==> src/rtl/regfile_wb_arbiter.sv <==
// Writeback arbiter for the register file's single write port.
// Round-robin between the ALU and LSU requesters. Writes to PC_REG are redirected
// to the PC load path. A pending-write scoreboard lets decode stall on RAW/WAW hazards.
module regfile_wb_arbiter #(
  parameter int unsigned DATA_W = 32,
  parameter int unsigned ADDR_W = 4,
  parameter int unsigned PC_REG = 15
) (
  input  logic                   clk,
  input  logic                   rst,
  input  logic                   wb_stall,
  input  logic                   alu_valid,
  output logic                   alu_ready,
  input  logic [ADDR_W-1:0]      alu_addr,
  input  logic [DATA_W-1:0]      alu_data,
  input  logic                   lsu_valid,
  output logic                   lsu_ready,
  input  logic [ADDR_W-1:0]      lsu_addr,
  input  logic [DATA_W-1:0]      lsu_data,
  input  logic                   issue_valid,
  input  logic [ADDR_W-1:0]      issue_addr,
  output logic                   issue_ready,
  output logic                   rf_we,
  output logic [ADDR_W-1:0]      rf_waddr,
  output logic [DATA_W-1:0]      rf_wdata,
  output logic                   pc_load,
  output logic [DATA_W-1:0]      pc_wdata,
  output logic [2**ADDR_W-1:0]   pending,
  output logic                   err_orphan
);

  localparam int unsigned NREG = 2**ADDR_W;
  localparam logic [ADDR_W-1:0] PC_ADDR = ADDR_W'(PC_REG);

  typedef enum logic {
    GNT_ALU = 1'b0,
    GNT_LSU = 1'b1
  } grant_t;

  typedef struct packed {
    logic [ADDR_W-1:0] addr;
    logic [DATA_W-1:0] data;
  } wb_req_t;

  grant_t          last_grant;
  wb_req_t         commit_req;
  logic            commit_hs;
  logic            issue_hs;
  logic            orphan;
  logic [NREG-1:0] pending_nxt;

  // Round-robin grant: the requester that did not win last time takes a contended cycle.
  always_comb begin
    alu_ready = 1'b0;
    lsu_ready = 1'b0;
    if (!wb_stall) begin
      if (alu_valid && lsu_valid) begin
        alu_ready = (last_grant == GNT_LSU);
        lsu_ready = (last_grant == GNT_ALU);
      end else begin
        alu_ready = alu_valid;
        lsu_ready = lsu_valid;
      end
    end
  end

  // Select the winning payload; ready implies valid, so either ready is a handshake.
  always_comb begin
    commit_hs       = alu_ready || lsu_ready;
    commit_req.addr = alu_addr;
    commit_req.data = alu_data;
    if (lsu_ready) begin
      commit_req.addr = lsu_addr;
      commit_req.data = lsu_data;
    end
  end

  // Scoreboard next state: commit clears, issue sets, set wins on the same register.
  always_comb begin
    issue_ready = !pending[issue_addr];
    issue_hs    = issue_valid && issue_ready;
    orphan      = commit_hs && !pending[commit_req.addr];
    pending_nxt = pending;
    if (commit_hs) begin
      pending_nxt[commit_req.addr] = 1'b0;
    end
    if (issue_hs) begin
      pending_nxt[issue_addr] = 1'b1;
    end
  end

  // Registered commit outputs, grant pointer, scoreboard and sticky orphan flag.
  always_ff @(posedge clk or posedge rst) begin
    if (rst) begin
      last_grant <= GNT_LSU;
      rf_we      <= 1'b0;
      rf_waddr   <= '0;
      rf_wdata   <= '0;
      pc_load    <= 1'b0;
      pc_wdata   <= '0;
      pending    <= '0;
      err_orphan <= 1'b0;
    end else begin
      rf_we   <= 1'b0;
      pc_load <= 1'b0;
      if (commit_hs) begin
        last_grant <= lsu_ready ? GNT_LSU : GNT_ALU;
        if (commit_req.addr == PC_ADDR) begin
          pc_load  <= 1'b1;
          pc_wdata <= commit_req.data;
        end else begin
          rf_we    <= 1'b1;
          rf_waddr <= commit_req.addr;
          rf_wdata <= commit_req.data;
        end
      end
      pending <= pending_nxt;
      if (orphan) begin
        err_orphan <= 1'b1;
      end
    end
  end

endmodule

==> config.mk <==
export PLATFORM = sky130hd
export DESIGN_NAME = regfile_wb_arbiter
export DESIGN_NICKNAME = d
export VERILOG_FILES = /design/src/rtl/regfile_wb_arbiter.sv
export SDC_FILE = /design/constraint.sdc
export NUM_CORES = 1
export LEC_CHECK = 0
export CORE_MARGIN = 3
export CORE_UTILIZATION = 26
export CTS_CLUSTER_DIAMETER = 100
export DETAILED_ROUTE_END_ITERATION = 10
export SKIP_CTS_REPAIR_TIMING = 1
export SKIP_LAST_GASP = 1
export SYNTH_ARGS = -nofsm -noshare
export SYNTH_HDL_FRONTEND = slang
export SYNTH_SLANG_ARGS = --single-unit
==> constraint.sdc <==
create_clock -name clk -period 10 [get_ports clk]
set_clock_uncertainty 0.05 [all_clocks]
set_input_delay 3 -clock clk [delete_from_list [all_inputs] [get_ports clk]]
set_output_delay 3 -clock clk [all_outputs]
set_load 0.02 [all_outputs]
# Yosys cells after proc, flatten, opt, wreduce, memory -nomap -nowiden
# Cells that the tools add are included.
[classes] n_reduce_logical=10 eq_ne=1 n_mux=20 n_bitwise=5 order_cmp=4
[op_table] op="36-bit 2-to-1 mux" n=1
[op_table] op="16-bit 2-to-1 mux" n=2
[op_table] op="16-bit AND" n=1
[op_table] op="16-bit inverter" n=1
[op_table] op="16-bit bitwise OR" n=1
[op_table] op="1-bit 2-to-1 mux" n=13
[op_table] op="4-bit by 5-bit < comparator with 1-bit output (second input constant)" n=2
[op_table] op="1-bit binary-select mux with 4-bit select" n=2
[op_table] op="1-bit demux with 4-bit select" n=2
[op_table] op="4-bit by 1-bit greater-or-equal comparator with 1-bit output (second input constant)" n=2
[op_table] op="1-bit logical AND" n=5
[op_table] op="4-bit == test (second input constant)" n=1
[op_table] op="2-bit AND reduction" n=2
[op_table] op="1-bit logical NOT" n=2
[op_table] op="1-bit inverter" n=2
[op_table] op="1-bit logical OR" n=1
[totals] output_inout_bits=90 word_cells=48 inputBits=82 reg_bits=88

# Longest topological paths before layout
# Gate-level depths: netlist (run 1).
[logic_depth] depth_word=13 mapped_depth=9 ltp_nobuf=6

# Least setup slack after synthesis (run 1)
# No wires, ideal clock.
[synth_timing] path_kind="input -> output" start="in issue_addr[0]" end="out issue_ready" path_slack_ns=2.513 stages=4 t_required_ns=6.950 n_path_buf=1 arrival_time_ns=4.437 cell_sequence="clkbuf_1 mux4_2 mux4_2 inv_1"
[synth_via] elab_chain_cells=3
[synth_rtl] element="start, declared" line="21" rtl="input logic [ADDR_W-1:0] issue_addr,"
[synth_rtl] element="1-bit binary-select mux with 4-bit select" line="80" rtl="issue_ready = !pending[issue_addr];"
[synth_rtl] element="1-bit 2-to-1 mux (not written as such)" line="80"
[synth_rtl] element="1-bit logical NOT" line="80"
[synth_rtl] element="end, declared" line="22" rtl="output logic issue_ready,"
# No other way between the ends. The select of a mux whose other input is x is not followed.

# Final worst setup path (run 1)
# Ends and elaborated chain as after synthesis.

==> results of run 1 <==
==> power by group through the flow <==
stage | Clock (mW) | Combinational, mW | Sequential, mW
floorplan | 0 | 0.172 | 0.628
global placement | 0 | 0.553 | 0.527
detailed placement | 0 | 0.558 | 0.527
CTS | 0.382 | 0.560 | 0.522
global route | 0.399 | 0.587 | 0.535
finish | 0.372 | 0.552 | 0.521
==> state kept, by name (all words and copies together), names as in the netlist <==
signal      flops
last_grant      1
pending        16
rf_we           1
pc_wdata       32
err_orphan      1
rf_wdata       32
rf_waddr        4
pc_load         1
==> metrics by stage <==
step | instances | worst slack [ns]
after global placement | 684 | 1.62
after detailed placement | 684 | 1.60
after global routing | 700 | 1.53
final | 700 | 1.60
after CTS | 700 | 1.59
after floorplan | 309 | 2.51
==> per-layer routing <==
metal | vias to the layer above | part of all wire (%)
met3 | 10 | 8.8
met2 | 146 | 50
met1 | 1591 | 40
met5 | - | 0
li1 | 1491 | -
met4 | 0 | 1.4
==> synthesized netlist by cell type (all sizes together), types with 4 or more instances <==
cell type | number | area share (%)
a211oi | 4 | 0.70
buf | 13 | 2.8
mux2 | 99 | 28
clkbuf | 4 | 0.35
nor2 | 7 | 0.67
nand2 | 13 | 1.1
o41ai | 5 | 1.0
o31ai | 6 | 1.0
mux4 | 5 | 2.6
dfrtp | 87 | 51
inv | 6 | 0.52
o21ai | 21 | 2.4
==> worst max path at each step <==
stage	endpoint	depth (start not counted)
3_5_place_dp	issue_ready	5
6_report	issue_ready	5
4_1_cts	issue_ready	5
5_1_grt	issue_ready	5
2_1_floorplan	issue_ready	4
3_3_place_gp	issue_ready	5
==> cell families (layout without fill, tap and decap cells) <==
kind of cell           Yosys count  after routing  share of synthesized area (%)
multiplexers                   107            107                           31.4
AO/OA/AOI/OAI                   55             55                           8.90
flip-flops                      88             88                           51.2
AND/OR/NAND/NOR                 36             36                           4.80
buffers and inverters           23            198                           3.64
==> critical path: stages <==
cell and delay (ns):
clkdlybuf4s50_1 0.66, mux4_2 0.55, mux4_2 0.48, inv_1 0.06, clkdlybuf4s50_1 0.59
==> area by class of cell <==
cell class	instances	share of cell area [%]
clock buffers	9	3.45
multi-input cells	198	29.9
inverters	6	0.365
flip-flops and latches	88	33.8
clock inverters	7	1.54
repair buffers	176	26.8
well taps	216	4.15
==> metrics, run 1 <==
Distinct cells, synth=40; H-Tree Depth=3; number of synthesized flops with an enable pin=0; synthesized netlist cell count=309; post-synthesis average cell area=13.9 um2; P_int=0.973 mW; Placer Congestion=0.841; io pins=172; number of global-route vias before repair=3,380; 1st-pass router iterations=4; Core Util, Final=40.6%; Hold Path Class=register to register; GR Layer Usage met1=16.4%; row count=46; commonest non-fill, non-tap cell in the layout=clkdlybuf4s50_1; top_reg_cell synth=dfrtp_1; met2 usage=21.5%; DR DRC count=0; first-pass GRT wire length=18,800 um; area delta synth->final=51.6%; hold depth=1; chip height=135 um; FMAX=119 MHz; RSZ-0062 raised after global routing=no; clock share of power=25.7%; starting density of the core=26.8%; port bufs=171; Die Area=18,100 um2; core area=16,100 um2; post-layout min period=8.40 ns; clock-pin slew on the worst setup and hold paths=0.06 ns; via-per-instance ratio=4.63; worst hold path endpoint=rf_waddr[1]; Max VDD drop=0.102 mV; Crit Path Class=input port to output pin; Finish-stage setup viols=0; CP Launch Point=issue_addr[0]; DP HPWL=8560 um; combinational share of power=38.2%; startpoint types=input port; required time of the critical path=6.95 ns; antenna violations before repair=0; measured slew at the worst slew-check pin=1.10 ns; reg2reg end=rf_wdata[30]; Hold Violations, Final=0; register area share after synthesis=51.2%; area of the multi-input gates=1950 um2; ANT cells=0; share of cells above drive strength 1=28.1%; Yosys reg bits=88; clock buffer count from CTS=9; DIE WIDTH=135 um; grt ovf=0; final instance area=6520 um2; Final period util=84.0%; asr flop ratio synth=100%; Reg area=2200 um2; Synth Warn #=0; Layout Nets=561; most frequent cells in the layout=clkdlybuf4s50_1, dfrtp_1, mux2_2; pin count of the biggest net entering global routing=89; Reg power frac=36.1%; CTS tree=yes; Placed Area=6190 um2; R2R Setup Slk=6.62 ns; switching share of power=32.7%; total length of routed wires=11,900 um; Total GRT Usage=13.3%; CP arrival=5.35 ns; crit path max fanout=8; global routing's busiest layer=met2; R2R depth=7; post-synthesis cell area=4300 um2; synthesized net count=391; P_sw=0.472 mW; maxcap violations=0; fillcell total=1,478; clock sinks=88; Power, Total=1.45 mW; Post-DRT Antenna Nets=0; LEAKAGE=2.62 nW; First DRT Iteration DRCs=263; PD cells=222 nW/um2; met3 Use GR=4.73%; Reg-to-Reg Start=last_grant; sum of negative setup slack=0 ns; Setup crit end kind=output pin; Fin Hold WS=0.441 ns; status=finished clean; Clock Path Buffers=2; Final Max Slew Viols=0; drt wl/cell=17.0 um; DR vias=3,238; Worst Min Path Start=rf_waddr[1]; root buffer cell=clkbuf_16; relative slew slack=26.3%; worst-skew pair later-pin latency=0.34 ns
Power figures use the tool's default switching activity.
==> run 2: changes to the inputs <==
==> constraint.sdc (replaced) <==
create_clock -name clk -period 8.05 [get_ports clk]
set_clock_uncertainty 0.05 [all_clocks]
set_input_delay 2.415 -clock clk [delete_from_list [all_inputs] [get_ports clk]]
set_output_delay 2.415 -clock clk [all_outputs]
set_load 0.02 [all_outputs]
==> run 2 against run 1 <==
Sequential power up 26%. Combinational power up 24%. Via count up 1.1%. Power up 26%. Flip-flop and latch count unchanged. Critical endpoint unchanged. Clock power up 28%. Design area up 0.31%.
==> metrics, run 2 (same netlist as run 1, synthesis figures left out) <==
DR DRC count=0 (unchanged); io pins=172 (unchanged); Hold Violations, Final=0 (unchanged); Post-DRT Antenna Nets=0 (unchanged); Die Area=18,100 um2 (unchanged); crit path max fanout=8 (unchanged); Clock Path Buffers=2 (unchanged); 1st-pass router iterations=4 (unchanged); RSZ-0062 raised after global routing=no; Placed Instances=684 (unchanged); antenna violations before repair=0 (unchanged); core area=16,100 um2 (unchanged); R2R depth=7 (unchanged); CTS tree=yes; fillcell total=1,477 (-0.068%); Setup crit end kind=output pin; worst hold path endpoint=last_grant; DP HPWL=8890 um (+3.9%); ANT cells=0 (unchanged); clock share of power=26.1% (+0.4 points); root buffer cell=clkbuf_16; chip height=135 um (unchanged); clock buffer count from CTS=9 (unchanged); switching share of power=31.9% (-0.78 points); share of cells above drive strength 1=28.1% (unchanged); LEAKAGE=2.63 nW (+0.17%); Finished Layout Cells=700 (unchanged); row count=46 (unchanged); clock-pin slew on the worst setup and hold paths=0.06 ns (about the same); First DRT Iteration DRCs=278 (+5.7%); P_sw=0.579 mW (+23%); maxcap violations=0 (unchanged); grt ovf=0 (unchanged); Finish-stage setup viols=0 (unchanged); commonest non-fill, non-tap cell in the layout=clkdlybuf4s50_1; Worst Min Path Start=last_grant; Final period util=90.0%; combinational share of power=37.8% (-0.4 points); total length of routed wires=12,100 um (+1.9%); required time of the critical path=5.59 ns (-1.36 ns); area delta synth->final=52.1%; Placer Congestion=0.850 (+1.0%); DIE WIDTH=135 um (unchanged); Largest regs=pc_wdata (32), rf_wdata (32), pending (16); setup ws final=0.801 ns (-0.802 ns); Final Max Slew Viols=0 (unchanged); H-Tree Depth=3 (unchanged); P_int=1.24 mW (+27%); starting density of the core=26.8% (unchanged); reg2reg end=rf_wdata[11]; hold depth=2 (+1); Hold Path Class=register to register; number of global-route vias before repair=3,484 (+3.1%); relative slew slack=39.4% (+13 points); Total GRT Usage=13.5% (+0.24 points); drt wl/cell=17.4 um (+1.9%); DR vias=3,273 (+1.1%); Reg-to-Reg Start=last_grant; via-per-instance ratio=4.68 (+1.1%); measured slew at the worst slew-check pin=0.910 ns (-0.195 ns); R2R Setup Slk=4.29 ns (-2.33 ns); most frequent cells in the layout=clkdlybuf4s50_1, dfrtp_1, mux2_2; CP arrival=4.78 ns (-0.57 ns); clock sinks=88 (unchanged); post-layout min period=7.25 ns; pre-CTS setup slack=0.794 ns (-0.801 ns); pin count of the biggest net entering global routing=52 (-42%); Reg power frac=36.0% (about the same); startpoint types=input port; first-pass GRT wire length=19,300 um (+2.8%); Layout Nets=561 (unchanged); status=finished clean; Max VDD drop=0.120 mV (+18%); sum of negative setup slack=0 ns (unchanged); FMAX=138 MHz; Crit Path Class=input port to output pin; worst-skew pair later-pin latency=0.33 ns (about the same); port bufs=171 (unchanged); PD cells=278 nW/um2 (+25%)
run 2: cell types whose count changed in the layout (fill, tap and decap cells not counted):
cell	delta
clkinvlp_4	+1
inv_6	-4
bufinv_16	+1
clkinv_4	+2
run 2: power groups by stage:
| stage | registers, mW | logic (mW) | clock network, mW |
|---|---|---|---|
| after floorplan | 0.780 | 0.213 | 0 |
| after global placement | 0.658 | 0.686 | 0 |
| after detailed placement | 0.659 | 0.693 | 0 |
| after CTS | 0.654 | 0.696 | 0.491 |
| after global routing | 0.670 | 0.730 | 0.508 |
| final | 0.654 | 0.687 | 0.475 |
run 2: worst max-delay path by stage:
stage,to,slack [ns],startpoint
after floorplan,issue_ready,1.73,issue_addr[0]
after global placement,issue_ready,0.84,issue_addr[0]
after detailed placement,issue_ready,0.79,issue_addr[0]
after CTS,issue_ready,0.79,issue_addr[0]
after global routing,issue_ready,0.72,issue_addr[0]
final,issue_ready,0.80,issue_addr[0]
run 2: critical path: stages:
cell             delay, ns
clkdlybuf4s50_1       0.68
mux4_2                0.56
mux4_2                0.47
inv_1                 0.06
clkdlybuf4s50_1       0.59
run 2: through the flow:
step | util [%] | total power [mW] | instance area (um2) | hold WS (ns)
final | 40.7 | 1.82 | 6540 | 0.445
after global routing | 40.7 | 1.91 | 6540 | 0.473
after CTS | 40.7 | 1.84 | 6540 | 0.447
after detailed placement | 38.6 | 1.35 | 6190 | 0.433
after global placement | 38.6 | 1.34 | 6190 | 0.430
after floorplan | - | 0.994 | 4300 | 0.413
run 2: area by class of cell:
| class | count | area, um2 | share of cell area, % |
|---|---|---|---|
| flip-flops and latches | 88 | 2200 | 33.7 |
| repair buffers | 176 | 1750 | 26.8 |
| well taps | 216 | 270 | 4.13 |
| multi-input cells | 198 | 1950 | 29.8 |
| inverters | 6 | 23.8 | 0.364 |
| clock inverters | 7 | 120 | 1.84 |
| clock buffers | 9 | 225 | 3.44 |
run 2: metal layers:
layer  vias to the layer above  track usage, %  wire length [um]
met1                      1625            17.6              4960
met2                       147            22.0              6100
met5                         -               0                 0
met4                         0            4.41               138
li1                       1489               -                 -
met3                        12            3.65               944
==> run 3: changes to the inputs <==
--- a/config.mk
+++ b/config.mk
@@ -5,7 +5,8 @@
 export SDC_FILE = /design/constraint.sdc
 export NUM_CORES = 1
 export LEC_CHECK = 0
-export CORE_MARGIN = 3
+export CAP_MARGIN = 5
+export CORE_MARGIN = 4
 export CORE_UTILIZATION = 26
 export CTS_CLUSTER_DIAMETER = 100
 export DETAILED_ROUTE_END_ITERATION = 10
==> run 3 against run 2 <==
Setup slack improved by 0.0095 ns. Highest routed layer unchanged. Non-clock buffer count did not move. Sequential power barely moved. First-iteration DRC count fell by 1.8%. Core utilization fell by 0.24 points. Global-route usage fell by 0.34 points. Maximum frequency rose by 0.13%. Sequential share of layout area rose by 0.20 points. Worst hold slack barely moved. Critical endpoint unchanged. Clock-buffer cell count rose by 2. Cell count fell by 0.14%.
==> metrics, run 3 (same netlist as run 1, synthesis figures left out) <==
status=finished clean; Total GRT Usage=13.2% (-0.34 points); Crit path largest cell delay=0.66 ns (-0.02 ns); final instance area=6500 um2 (-0.59%); Final Max Slew Viols=0 (unchanged); Hold Violations, Final=0 (unchanged); Die Area=18,700 um2 (+3.0%); Placed Area=6190 um2 (unchanged); Crit Path Class=input port to output pin; Placer Congestion=0.846 (-0.36%); fillcell total=1,469 (-0.54%); root buffer cell=clkbuf_16; clock buffer count from CTS=9 (unchanged); antenna violations before repair=0 (unchanged); DP HPWL=8800 um (-1.1%); crit path max fanout=8 (unchanged); PD cells=271 nW/um2 (-2.2%); measured slew at the worst slew-check pin=1.11 ns (+0.202 ns); row count=46 (unchanged); DR DRC count=0 (unchanged); Clock Path Buffers=2 (unchanged); worst-skew pair later-pin latency=0.34 ns (about the same); RSZ-0062 raised after global routing=no; first-pass GRT wire length=19,100 um (-1.1%); port bufs=171 (unchanged); drt wl/cell=17.5 um (+1.1%); core area=16,100 um2 (unchanged); Finish-stage setup viols=0 (unchanged); maxcap violations=0 (unchanged); CTS tree=yes; relative slew slack=25.9% (-13 points); Layout Nets=561 (unchanged); commonest non-fill, non-tap cell in the layout=clkdlybuf4s50_1; Max VDD drop=0.125 mV (+3.8%); io pins=172 (unchanged); required time of the critical path=5.59 ns (about the same); startpoint types=input port; slowest library cell on the worst path=clkdlybuf4s50_1; via-per-instance ratio=4.63 (-0.99%); sum of negative setup slack=0 ns (unchanged); 1st-pass router iterations=4 (unchanged); starting density of the core=26.8% (unchanged); Final period util=89.9% (-0.12 points); Hold Path Class=register to register; First DRT Iteration DRCs=273 (-1.8%); number of global-route vias before repair=3,554 (+2.0%); most frequent cells in the layout=clkdlybuf4s50_1, dfrtp_1, mux2_2; total length of routed wires=12,300 um (+0.92%); grt ovf=0 (unchanged); chip height=137 um (+1.5%); Post-DRT Antenna Nets=0 (unchanged); Setup crit end kind=output pin; clock sinks=88 (unchanged); clock-pin slew on the worst setup and hold paths=0.06 ns (about the same); pin count of the biggest net entering global routing=89 (+71%); H-Tree Depth=3 (unchanged); LEAKAGE=2.61 nW (-0.83%); worst-path cell chain=clkdlybuf4s50_1 -> mux4_2 -> mux4_2 -> inv_1 -> clkdlybuf4s50_1; DIE WIDTH=137 um (+1.5%); DR vias=3,236 (-1.1%); share of cells above drive strength 1=28.0% (-0.15 points); Largest regs=pc_wdata (32), rf_wdata (32), pending (16); FMAX=138 MHz (+0.13%); CP arrival=4.77 ns (about the same); post-layout min period=7.24 ns (-0.00952 ns); ANT cells=0 (unchanged); area delta synth->final=51.1%
## run 3: cell types whose count changed in the layout (fill, tap and decap cells not counted)
cell        before  now
clkinv_4         2    1
clkinvlp_4       1    2
bufinv_16        3    1
clkinv_2         2    1
clkbuf_8         0    2
## run 3: final timing paths
check,startpoint,to,slack [ns],depth (start not counted)
min in group asynchronous,rst,pc_wdata[25],2.71,3
setup / recovery,issue_addr[0],issue_ready,0.81,5
hold reg to reg,rf_waddr[1],rf_waddr[1],0.45,1
hold / removal,rf_waddr[1],rf_waddr[1],0.45,1
max in group asynchronous,rst,pc_wdata[8],4.53,3
setup reg to reg,last_grant,rf_wdata[12],4.28,7
## run 3: stage by stage
step / hold WS [ns] / util (%) / cells / worst slack, ns / power (mW)
after detailed placement: 0.440 / 38.6 / 684 / 0.798 / 1.35
final: 0.446 / 40.5 / 699 / 0.811 / 1.76
after global placement: 0.428 / 38.6 / 684 / 0.838 / 1.35
after floorplan: 0.413 / - / 309 / 1.73 / 0.994
after CTS: 0.452 / 40.5 / 699 / 0.790 / 1.79
after global routing: 0.469 / 40.5 / 699 / 0.697 / 1.86
## run 3: worst max-delay path: cells and delay by family
| kind | cells | cell delay, ns |
|---|---|---|
| muxes | 2 | 1.03 |
| buffers and inverters | 3 | 1.32 |
## run 3: area by class of cell
type | count | area, um2 | share of cell area [%]
Timing Repair Buffer | 176 | 1750 | 26.9
Inverter | 6 | 23.8 | 0.366
Sequential cell | 88 | 2200 | 33.9
Clock inverter | 4 | 53.8 | 0.828
Tap cell | 216 | 270 | 4.16
Clock buffer | 11 | 253 | 3.89
Multi-Input combinational cell | 198 | 1950 | 30.0
## run 3: power breakdown
part	switching (mW)	total (mW)	internal [mW]
clock network	0.168	0.424	0.256
registers	0.0913	0.651	0.560
logic	0.316	0.689	0.374
## run 3: layer usage
layer	GRT usage, %	wire length (um)
met1	16.1	5030
met3	4.41	1070
met4	5.26	210
met2	21.4	5950
met5	0	0
